`config.mk`:
```
export PLATFORM = sky130hd
export DESIGN_NAME = cdf_lut_builder
export DESIGN_NICKNAME = d
export VERILOG_FILES = /design/src/rtl/cdf_lut_builder.sv
export SDC_FILE = /design/constraint.sdc
export NUM_CORES = 1
export LEC_CHECK = 0
export BUFFER_PORTS_ARGS = -buffer_cell sky130_fd_sc_hd__buf_2
export CELL_PAD_IN_SITES_DETAIL_PLACEMENT = 0
export CELL_PAD_IN_SITES_GLOBAL_PLACEMENT = 1
export CORE_ASPECT_RATIO = 2
export CORE_UTILIZATION = 38
export DETAILED_ROUTE_END_ITERATION = 10
export PLACE_DENSITY = 0.86
export SYNTH_ARGS = -nofsm -noshare
export SYNTH_HDL_FRONTEND = slang
export SYNTH_SLANG_ARGS = --single-unit
```
`constraint.sdc`:
```
create_clock -name clock -period 7.4 [get_ports clock]
set_input_delay 0.37 -clock clock [delete_from_list [all_inputs] [get_ports clock]]
set_output_delay 0.37 -clock clock [all_outputs]
set_load 0.1 [all_outputs]
```
`src/rtl/cdf_lut_builder.sv`:
```
// Histogram-equalizer CDF stage: finds cdf_min over scratchpad m2, then builds the
// 256-entry equalization LUT in m3 using a fixed-latency restoring divider.
module cdf_lut_builder #(
  parameter int unsigned NUM_PIXELS = 64,
  parameter logic [15:0] TAG        = 16'hAAAA
) (
  input  logic         clock,
  input  logic         rst_n,
  input  logic         start,
  input  logic [127:0] m2ReadVal,
  output logic [15:0]  m2ReadAddr,
  output logic [15:0]  m3WriteAddr,
  output logic [127:0] m3WriteVal,
  output logic         m3WE,
  output logic         done
);

  localparam int unsigned DIV_STEPS = 24;

  localparam logic [2:0] S_IDLE     = 3'd0;
  localparam logic [2:0] S_MIN_ADDR = 3'd1;
  localparam logic [2:0] S_MIN_DATA = 3'd2;
  localparam logic [2:0] S_MAP_ADDR = 3'd3;
  localparam logic [2:0] S_MAP_DATA = 3'd4;
  localparam logic [2:0] S_DIV      = 3'd5;
  localparam logic [2:0] S_WRITE    = 3'd6;
  localparam logic [2:0] S_DONE     = 3'd7;

  logic [2:0]  state_q,   state_d;
  logic [7:0]  bin_q,     bin_d;
  logic [15:0] cdf_q,     cdf_d;
  logic [15:0] cdf_min_q, cdf_min_d;
  logic [23:0] num_q,     num_d;
  logic [15:0] den_q,     den_d;
  logic [15:0] rem_q,     rem_d;
  logic [23:0] quo_q,     quo_d;
  logic [4:0]  div_cnt_q, div_cnt_d;
  logic [7:0]  waddr_q,   waddr_d;
  logic [31:0] wval_q,    wval_d;
  logic        we_q,      we_d;
  logic        done_q,    done_d;

  logic [15:0] count;
  logic [16:0] cdf_sum;
  logic [15:0] cdf_new;
  logic [15:0] cdf_diff;
  logic [23:0] num_c;
  logic [15:0] den_c;
  logic [16:0] rem_sh;
  logic        qbit;
  logic [15:0] rem_nx;
  logic [23:0] quo_nx;
  logic [7:0]  map_c;
  logic        unused_hi;

  assign unused_hi = ^m2ReadVal[127:32];

  // Untagged words were never written by the input stage, so they count as empty bins
  assign count    = (m2ReadVal[31:16] == TAG) ? m2ReadVal[15:0] : 16'h0000;
  assign cdf_sum  = 17'(cdf_q) + 17'(count);
  assign cdf_new  = cdf_sum[16] ? 16'hFFFF : cdf_sum[15:0];
  assign cdf_diff = cdf_new - cdf_min_q;
  assign num_c    = (cdf_new >= cdf_min_q) ? 24'(cdf_diff) * 24'd255 : 24'h000000;
  assign den_c    = 16'(NUM_PIXELS) - cdf_min_q;

  // One restoring-division step; a zero divisor yields quotient bits of 0
  assign rem_sh = {rem_q, num_q[23]};
  assign qbit   = (den_q != 16'h0000) && (rem_sh >= {1'b0, den_q});
  assign rem_nx = qbit ? 16'(rem_sh - {1'b0, den_q}) : rem_sh[15:0];
  assign quo_nx = {quo_q[22:0], qbit};
  assign map_c  = (|quo_nx[23:8]) ? 8'hFF : quo_nx[7:0];

  always_comb begin
    state_d   = state_q;
    bin_d     = bin_q;
    cdf_d     = cdf_q;
    cdf_min_d = cdf_min_q;
    num_d     = num_q;
    den_d     = den_q;
    rem_d     = rem_q;
    quo_d     = quo_q;
    div_cnt_d = div_cnt_q;
    waddr_d   = waddr_q;
    wval_d    = wval_q;
    we_d      = 1'b0;
    done_d    = done_q;

    case (state_q)
      S_IDLE: begin
        if (start) begin
          state_d = S_MIN_ADDR;
          bin_d   = 8'd0;
          cdf_d   = 16'h0000;
          done_d  = 1'b0;
        end
      end
      S_MIN_ADDR: state_d = S_MIN_DATA;
      S_MIN_DATA: begin
        if (count != 16'h0000) begin
          cdf_min_d = count;
          bin_d     = 8'd0;
          state_d   = S_MAP_ADDR;
        end else if (bin_q == 8'd255) begin
          cdf_min_d = 16'h0000;
          bin_d     = 8'd0;
          state_d   = S_MAP_ADDR;
        end else begin
          bin_d   = bin_q + 8'd1;
          state_d = S_MIN_ADDR;
        end
      end
      S_MAP_ADDR: state_d = S_MAP_DATA;
      S_MAP_DATA: begin
        cdf_d     = cdf_new;
        num_d     = num_c;
        den_d     = den_c;
        rem_d     = 16'h0000;
        quo_d     = 24'h000000;
        div_cnt_d = 5'd0;
        state_d   = S_DIV;
      end
      S_DIV: begin
        num_d     = {num_q[22:0], 1'b0};
        rem_d     = rem_nx;
        quo_d     = quo_nx;
        div_cnt_d = div_cnt_q + 5'd1;
        if (div_cnt_q == 5'(DIV_STEPS - 1)) begin
          state_d = S_WRITE;
          we_d    = 1'b1;
          waddr_d = bin_q;
          wval_d  = {TAG, 8'h00, map_c};
        end
      end
      S_WRITE: begin
        if (bin_q == 8'd255) begin
          state_d = S_DONE;
        end else begin
          bin_d   = bin_q + 8'd1;
          state_d = S_MAP_ADDR;
        end
      end
      S_DONE: begin
        if (start) begin
          done_d  = 1'b0;
          cdf_d   = 16'h0000;
          bin_d   = 8'd0;
          state_d = S_MIN_ADDR;
        end else begin
          done_d = 1'b1;
        end
      end
      default: state_d = S_IDLE;
    endcase
  end

  always_ff @(posedge clock or negedge rst_n) begin
    if (!rst_n) begin
      state_q   <= S_IDLE;
      bin_q     <= 8'd0;
      cdf_q     <= 16'h0000;
      cdf_min_q <= 16'h0000;
      num_q     <= 24'h000000;
      den_q     <= 16'h0000;
      rem_q     <= 16'h0000;
      quo_q     <= 24'h000000;
      div_cnt_q <= 5'd0;
      waddr_q   <= 8'd0;
      wval_q    <= 32'h0000_0000;
      we_q      <= 1'b0;
      done_q    <= 1'b0;
    end else begin
      state_q   <= state_d;
      bin_q     <= bin_d;
      cdf_q     <= cdf_d;
      cdf_min_q <= cdf_min_d;
      num_q     <= num_d;
      den_q     <= den_d;
      rem_q     <= rem_d;
      quo_q     <= quo_d;
      div_cnt_q <= div_cnt_d;
      waddr_q   <= waddr_d;
      wval_q    <= wval_d;
      we_q      <= we_d;
      done_q    <= done_d;
    end
  end

  assign m2ReadAddr  = {8'h00, bin_q};
  assign m3WriteAddr = {8'h00, waddr_q};
  assign m3WriteVal  = {96'h0, wval_q};
  assign m3WE        = we_q;
  assign done        = done_q;

endmodule

```
After elaboration in Yosys (flattened, before gate mapping)
Index checks and enable logic that the tools add are counted.
W data, S select, Z words.
- bits of input ports: 131
- logic and storage cells: 82
- output and inout bits: 162
- register bits after elaboration: 146
- eq/ne operators: 14
- add/sub/neg operators: 6
- $lt $le $gt $ge: 2
- muxes and demuxes: 29
- reductions and logical operators: 17
- multiply operators: 1
- operator list (operator ; count):
    $mux W16 ; 6
    $pmux W16 S2 ; 2
    $pmux W24 S2 ; 1
    $pmux W23 S2 ; 1
    $mux W8 ; 5
    $reduce_bool A16 Y1 ; 2
    $sub A16 B16 Y16 ; 2
    $mul A16 B8 Y24 const B ; 1
    $mux W24 ; 1
    $pmux W8 S3 ; 1
    $pmux W3 S7 ; 1
    $add A16 B16 Y17 ; 1
    $ge A17 B16 Y1 ; 1
    $eq A16 B16 Y1 const B ; 1
    $ge A16 B16 Y1 ; 1
    $reduce_or A16 Y1 ; 1
    $sub A7 B16 Y16 const A ; 1
    $eq A3 B3 Y1 const B ; 4
    $pmux W5 S2 ; 1
    $reduce_and A2 Y1 ; 5
    $mux W3 ; 3
    $add A8 B1 Y8 const B ; 1
    $eq A8 B8 Y1 const B ; 1
    $reduce_bool A2 Y1 ; 4
    14 further kinds ; 21

Logic depth before layout (Yosys ltp)
Gate-level depths: netlist (run 1).
- depth after elaboration: 8
- mapped depth: 39
- gate-level depth less buffers: 38

Worst setup path before layout (run 1)
OpenSTA, ideal clock, no wires.
- path type: input to register
- from: in m2ReadVal[29]
- to: reg num_q[20]
- arrival: 8108 ps
- library setup time: 128 ps
- path slack: -836 ps
- buffers on the path: 1
- required time: 7272 ps
- cell stages on the path: 35
- cell sequence: nor4bb_1 > and4_1 > and2_1 > ha_1 > fa_1 > a21oi_1 > o21bai_1 > a211oi_1 > o21ai_1 > a31oi_1 > o21bai_1 > clkbuf_1 > nor2_1 > inv_1 > ha_1 > nor2b_1 > o31ai_2 > a21boi_0 > xnor2_1 > xor2_1 > inv_1 > fa_1 > fa_1 > inv_1 > fa_1 > inv_1 > ha_1 > a21o_1 > a21oi_1 > a21boi_0 > o211a_1 > o211ai_1 > a31o_2 > a211oi_1 > o21ai_0
- word-level cells in the longest chain between the ends: 8
- elaborated cells on any way between the ends: 9
- classes of those cells: add/sub: 2; mul: 1; order compare: 1; eq/ne: 1; mux: 4
- ends and longest elaborated chain (item ; line ; text):
    start, declared ; 10 ; input logic [127:0] m2ReadVal,
    $eq A16 B16 Y1 (*) ; 59 ; assign count = (m2ReadVal[31:16] == TAG) ? m2ReadVal[15:0] : 16'h0000;
    $mux W16 (*) ; 59 ;
    $add A16 B16 Y17 (*) ; 60 ; assign cdf_sum = 17'(cdf_q) + 17'(count);
    $mux W16 (*) ; 61 ; assign cdf_new = cdf_sum[16] ? 16'hFFFF : cdf_sum[15:0];
    $sub A16 B16 Y16 ; 62 ; assign cdf_diff = cdf_new - cdf_min_q;
    $mul A16 B8 Y24 ; 63 ; assign num_c = (cdf_new >= cdf_min_q) ? 24'(cdf_diff) * 24'd255 : 24'h000000;
    $mux W24 (*) ; 63 ;
    $pmux W24 S2 (*) ; 88 ; case (state_q)
    end signal, assigned ; 176 ; num_q <= num_d;
    end, declared ; 33 ; logic [23:0] num_q, num_d;
Mark *: on every way between the ends. The rest lies on a longest branch, timed or not.
A chain may end at the register's enable or synchronous reset.

Worst setup path after layout (run 1)
- from: in m2ReadVal[18]
- to: reg num_q[18]
Same word-level chain as after synthesis.

==> results of run 1 <==
-- worst register-to-register path, delay by kind of cell (launching register included) --
family                     cells  cell delay (ns)
adders and majority gates      8             2.93
DFF                            1             0.43
AOI/OAI and AO/OA             11             1.97
xor gates and xnor gates       1             0.14
and+or+nand+nor                6             1.13
buffers and inverters          7             0.62
-- how the worst max path moves through the flow --
stage	endpoint	slack [ns]	cells after the start
finish	num_q[18]$_DFFE_PN0P_	-0.10	37
global route	num_q[21]$_DFFE_PN0P_	-0.38	40
floorplan	num_q[22]$_DFFE_PN0P_	-0.15	35
global placement	num_q[22]$_DFFE_PN0P_	-0.59	36
detailed placement	num_q[22]$_DFFE_PN0P_	-0.81	36
CTS	num_q[20]$_DFFE_PN0P_	-0.04	39
-- power breakdown --
group | switching [uW] | internal, uW
registers | 51.6 | 863
logic | 601 | 206
clock network | 395 | 490
total | 1050 | 1560
-- layout make-up --
cell class                 instances  share of cell area
clock buffer                      18              0.0265
clock inverter                    14             0.00967
inverter                         146              0.0331
multi-input combinational       1115               0.553
sequential                       146               0.221
tap                              436              0.0329
timing repair buffer             286               0.124
-- cells in the final DEF, fill, tap and decap left out, types with 49 or more instances in the layout --
cell type / count
dfrtp_1: 145
buf_4: 205
inv_1: 127
nor2_1: 51
xnor2_1: 49
o21ai_0: 62
a21oi_1: 51
ha_1: 77
buf_2: 65
fa_1: 49
nand2_1: 114
nand3_1: 51
conb_1: 128
-- cells in the mapped netlist (all sizes together) (3+ instances only) --
master	number
nand3	53
nor2	64
o22ai	8
a21oi	68
a221o	8
or2	11
ha	110
nor4bb	4
a31oi	11
o22a	8
or3	4
o311ai	4
fa	52
o211ai	10
maj3	6
nor4	14
a31o	4
xor2	28
nor3	24
inv	146
a22o	15
a211oi	12
or4	3
and3	24
nand2b	18
clkbuf	30
buf	146
o21a	13
nor2b	11
a2bb2oi	3
a21o	21
mux2	27
o21ai	77
mux2i	13
nand2	115
o21bai	10
xnor2	63
and2	23
o31ai	6
a21boi	6
dfrtp	146
o31a	3
nand4	10
-- cell families after synthesis --
kind of cell,count (synthesis),share of synthesized area
compound gates,304,0.157
xor+xnor,91,0.0627
fa+ha+maj,168,0.189
buf+inv,322,0.132
flops,146,0.279
mux,40,0.0332
other cells,1,0.000287
simple gates,384,0.146
-- sequential cells by signal (all words and copies together), names as in the netlist --
register / flops
m3WE: 1
bin_q: 8
waddr_q: 8
num_q: 24
rem_q: 16
quo_q: 23
div_cnt_q: 5
cdf_q: 16
state_q: 3
den_q: 16
wval_q: 9
cdf_min_q: 16
done: 1
-- stage by stage --
stage,utilization,instance area [sq um]
after floorplan,-,14100
after global placement,0.450,15200
after detailed placement,0.450,15200
after CTS,0.477,16100
after global routing,0.491,16600
final,0.491,16600
-- repair_timing --
item | CTS | global route
gates cloned | 1 | 0
setup buffers | 14 | 23
pin swaps | 46 | 44
hold buffers | 1 | 0
endpoints found under the hold margin | 73 | 0
resized for setup | 37 | 69
endpoints found under the setup margin | 11 | 14
-- routing by layer --
metal  global-route usage  share of wire  up-vias
li1                     -              -     5260
met1                0.179           0.34     5424
met2                0.398           0.58      287
met3               0.0247          0.026       99
met4                0.122          0.052        0
met5                    0              0        -
==> summary.md, run 1 <==
| Metric | Value |
|---|---|
| TritonCTS clock tree | `yes` |
| GPL Wtd Cong | `0.880` |
| Crit end category | `register` |
| Synth Register Bits | `around 150` |
| Hold Crit Endpoint | `cdf_min_q[8]$_DFFE_PN0P_` |
| DRT iter0 DRCs | `475` |
| Final period util | `1.01` |
| Core outline area | `between 0.03 and 0.04 sq mm` |
| Cell row count | `95` |
| R2R depth | `33` |
| Clk sink count | `roughly 150` |
| Final nets | `between 2k and 2.5k` |
| Worst setup margin | `-0.101 ns` |
| Fraction of layout cells with a size suffix above 1 | `0.299` |
| Fin cells | `around 2.2k` |
| Number of global-route vias before repair | `11.5k` |
| Placed Cells | `around 2.1k` |
| Final setup vio count | `4` |
| Final Critical Period | `around 7.5 ns` |
| Overall power | `2610 uW` |
| Synth warn | `0` |
| Fmax | `~0.13 GHz` |
| Register area share after synthesis | `0.279` |
| Pin slew with the least headroom to its limit | `1.08 ns` |
| Routed vias/inst | `between 5 and 6` |
| Power per cell area | `~160 mW/mm^2` |
| Slowest CP cell | `fa_1` |
| Fill cell count | `3140` |
| Static Leak | `roughly 0.0084 uW` |
| Top Ports | `293` |
| Fin. max-slew vios | `0` |
| DRC | `0` |
| Initial core utilization | `0.387` |
| Setup_tns | `-0.214 ns` |
| Synth Flop Type | `dfrtp_1` |
| Failing checks | `setup timing` |
| Synth top area share | `0.279` |
| GRT overflow | `0` |
| DR vias | `11.1k` |
| Max Cap Viol | `0` |
| Initial antenna violation count | `0` |
| CTS Buf Count | `17` |
| Worst EP arrival | `~7.8 ns` |
| Min-delay src | `m2ReadVal[8]` |
| DR WL/cell | `approximately 16 um` |
| HPWL after detailed placement | `26600 um` |
| Status | `finished with violations` |
| Tot GR Track Use | `0.197` |
| Multi-input logic area | `0.00916 sq mm` |
| Hold Fails Final Rpt | `0` |
| Post-Route WL | `roughly 34000 um` |
| CP Launch Point | `m2ReadVal[18]` |
| Worst path required time | `approximately 7.7 ns` |
| Hold WS | `just over 0.3 ns` |
| Worst-Skew Late Latency | `roughly 0.45 ns` |
| Max-slew headroom | `0.282` |
| Clock Tree Buf Depth | `2` |
| Worst path bufs/invs | `9` |
| Number of flops mapped to enable cells by yosys | `0` |
| Post-synthesis cell area | `about 0.013 sq mm` |
| Ant. Diodes | `0` |
| Sequential Area | `roughly 0.0037 sq mm` |
| PortBufs | `just under 70` |
| Die ar. | `about 0.035 sq mm` |
| Dpl ws | `-0.808 ns` |
| Crit-path max FO | `6` |
| ANT nets after route | `0` |
| Syn Area/Cell | `8.98 sq um` |
| CP top delay family | `adder cells` |
| Maximum vdd ir drop | `0.000143 V` |
| Hold Path Depth | `3` |
| Worst hold path type | `in -> reg` |
| Area Overhead vs Synth | `26.7%` |
| Root buffer cell | `clkbuf_16` |
| First-pass GRT wire length | `54900 um` |
| Worst r2r src | `cdf_q[0]$_DFFE_PN0P_` |
| TritonRoute pass-1 iters | `5` |
| Largest cells by area after synthesis | `dfrtp_1, ha_1, fa_1, buf_4, inv_1` |
| Synth area leader | `dfrtp_1` |
| R2R Setup Slk | `0.09 ns` |
| H-tree Lvls | `4` |
| RSZ-0062 raised after global routing | `yes` |
| Max stage delay on crit path | `~0.55 ns` |
| Die span in x | `between 100 and 150 um` |
| Critical Path Source Type | `primary input` |
| Clk slew on worst S/H paths | `approximately 0.080 ns` |
| Distinct cells, synth | `78` |
| Critical R2R Capture | `num_q[18]$_DFFE_PN0P_` |
| Clk_skew | `0.0193 ns` |
| Synth Instances | `about 1.5k` |
| Worst setup path class | `in -> reg` |
| Pin count of the biggest net entering global routing | `79` |
| Die H | `264 um` |
| Asr flop ratio synth | `1.00` |
Note: power is estimated with default switching activity, not from simulation.
==> run 2, diff against run 1 <==
Settings changed: SKIP_LAST_GASP set to 1.
==> summary.md, run 2 (synthesized netlist as in run 1, its figures left out) <==
| Metric | Value |
|---|---|
| DR vias | `around 11k` |
| Worst setup margin | `-0.117 ns` |
| TritonRoute pass-1 iters | `5` |
| DR WL/cell | `between 15 and 20 um` |
| Die ar. | `between 0.03 and 0.04 sq mm` |
| Worst-Skew Late Latency | `about 0.45 ns` |
| Clk_skew | `0.0210 ns` |
| ANT nets after route | `0` |
| Final Critical Period | `~7.5 ns` |
| Ant. Diodes | `0` |
| Post-Route WL | `approximately 34000 um` |
| Worst path required time | `around 7.8 ns` |
| Power per cell area | `157 mW/mm^2` |
| CP Launch Point | `m2ReadVal[18]` |
| H-tree Lvls | `4` |
| Worst EP arrival | `7.88 ns` |
| Initial core utilization | `0.387` |
| Min-delay src | `start` |
| TritonCTS clock tree | `yes` |
| Clk sink count | `about 150` |
| Slowest CP cell | `fa_1` |
| Cell row count | `95` |
| Initial antenna violation count | `0` |
| Final setup vio count | `5` |
| Most flop-heavy register | `num_q` |
| Largest register FFs | `24` |
| Placed Cells | `between 2k and 2.5k` |
| Worst setup path class | `in -> reg` |
| Fmax | `approximately 0.13 GHz` |
| Critical Path Source Type | `primary input` |
| Worst hold path type | `in -> reg` |
| Max stage delay on crit path | `roughly 0.55 ns` |
| Most frequent cells in the layout | `buf_4, dfrtp_1, inv_1` |
| DRC | `0` |
| R2R Setup Slk | `0.12 ns` |
| Routed vias/inst | `5.14` |
| Fin. max-slew vios | `0` |
| Number of global-route vias before repair | `between 10k and 15k` |
| Die span in x | `about 130 um` |
| Failing checks | `setup timing` |
| Fin util | `0.494` |
| Largest registers | `num_q x24, quo_q x23` |
| Worst r2r src | `cdf_q[0]$_DFFE_PN0P_` |
| CP Capture Point | `num_q[22]$_DFFE_PN0P_` |
| First-pass GRT wire length | `approximately 55000 um` |
| Final period util | `1.02` |
| Crit end category | `register` |
| Clock Tree Buf Depth | `2` |
| Clk slew on worst S/H paths | `roughly 0.070 ns` |
| PortBufs | `68` |
| R2R depth | `34` |
| Top Ports | `just under 300` |
| RSZ-0062 raised after global routing | `yes` |
| CTS Buf Count | `17` |
| Static Leak | `about 0.0084 uW` |
| Max-slew headroom | `0.296` |
| Area Overhead vs Synth | `27.5%` |
| Crit-path max FO | `6` |
| Post-route cell area | `about 0.017 sq mm` |
| Die H | `264 um` |
| Core outline area | `0.0338 sq mm` |
| Critical R2R Capture | `num_q[22]$_DFFE_PN0P_` |
| Root buffer cell | `clkbuf_16` |
| Pin count of the biggest net entering global routing | `79` |
| GPL Wtd Cong | `0.880` |
| Fraction of layout cells with a size suffix above 1 | `0.302` |
| Setup_tns | `-0.356 ns` |
| Max Cap Viol | `0` |
| Fin cells | `2161` |
| GRT overflow | `0` |
| Tot GR Track Use | `0.197` |
| Dpl ws | `-0.808 ns` |
| Pin slew with the least headroom to its limit | `~1.1 ns` |
| HPWL after detailed placement | `26600 um` |
| Post-place instance area | `~0.015 sq mm` |
| Commonest non-fill, non-tap cell in the layout | `buf_4` |
| Maximum vdd ir drop | `0.000142 V` |
| Final nets | `2005` |
| Hold Fails Final Rpt | `0` |
| Status | `finished with violations` |
| DRT iter0 DRCs | `about 440` |
run 2: cell counts in the layout (fill, tap and decap cells not counted):
No cell type changed its count.
run 2: worst max-delay path, delay by kind of cell:
kind / cells / cell delay [ns]
compound gates: 14 / 2.32
fa+ha+maj: 7 / 2.60
buf+inv: 9 / 0.82
simple gates: 8 / 1.75
run 2: layer usage:
| metal | routed length (um) | GRT usage | share of wire |
|---|---|---|---|
| met3 | 1010 | 0.0222 | 0.030 |
| met1 | 11400 | 0.179 | 0.33 |
| met4 | 1860 | 0.127 | 0.055 |
| met5 | 0 | 0 | 0 |
| met2 | 19900 | 0.398 | 0.58 |
run 2: timing repair:
| action | in CTS | in global routing |
|---|---|---|
| pin swaps | 44 | 75 |
| hold endpoints to repair | 73 | 0 |
| hold buffers | 1 | 0 |
| setup endpoints to repair | 11 | 15 |
| gates cloned | 1 | 0 |
| buffers inserted | 14 | 24 |
| gates resized for setup | 32 | 84 |
run 2: worst min-delay path by stage:
| stage | to | slack (ns) | depth (start not counted) |
|---|---|---|---|
| 2_1_floorplan | bin_q[0]$_DFFE_PN0P_ | 0.07 | 0 |
| 3_3_place_gp | rem_q[6]$_DFFE_PN0P_ | 0.45 | 1 |
| 3_5_place_dp | rem_q[5]$_DFFE_PN0P_ | 0.46 | 1 |
| 4_1_cts | state_q[1]$_DFFE_PN0P_ | 0.28 | 3 |
| 5_1_grt | cdf_min_q[0]$_DFFE_PN0P_ | 0.32 | 3 |
| 6_report | state_q[1]$_DFFE_PN0P_ | 0.31 | 3 |
run 2: final cells by class:
| class | instances | area (sq um) |
|---|---|---|
| Fill cell | 3118 | 17100 |
| Multi-Input combinational cell | 1115 | 9250 |
| Sequential cell | 146 | 3650 |
| Timing Repair Buffer | 286 | 2070 |
| Inverter | 146 | 551 |
| Tap cell | 436 | 546 |
| Clock buffer | 18 | 439 |
| Clock inverter | 14 | 160 |
run 2: stage by stage:
step | power, uW | hold WS [ns]
floorplan | 1650 | 0.0744
global placement | 1720 | 0.453
detailed placement | 1730 | 0.458
CTS | 2620 | 0.283
global route | 2720 | 0.318
finish | 2610 | 0.309
run 2: power by group:
group | switching, uW | leakage (uW) | total (uW) | internal [uW]
Clock | 398 | 0.000298 | 888 | 490
Combinational | 601 | 0.00626 | 807 | 206
Sequential | 51.4 | 0.00188 | 914 | 863
Total | 1050 | 0.00843 | 2610 | 1560
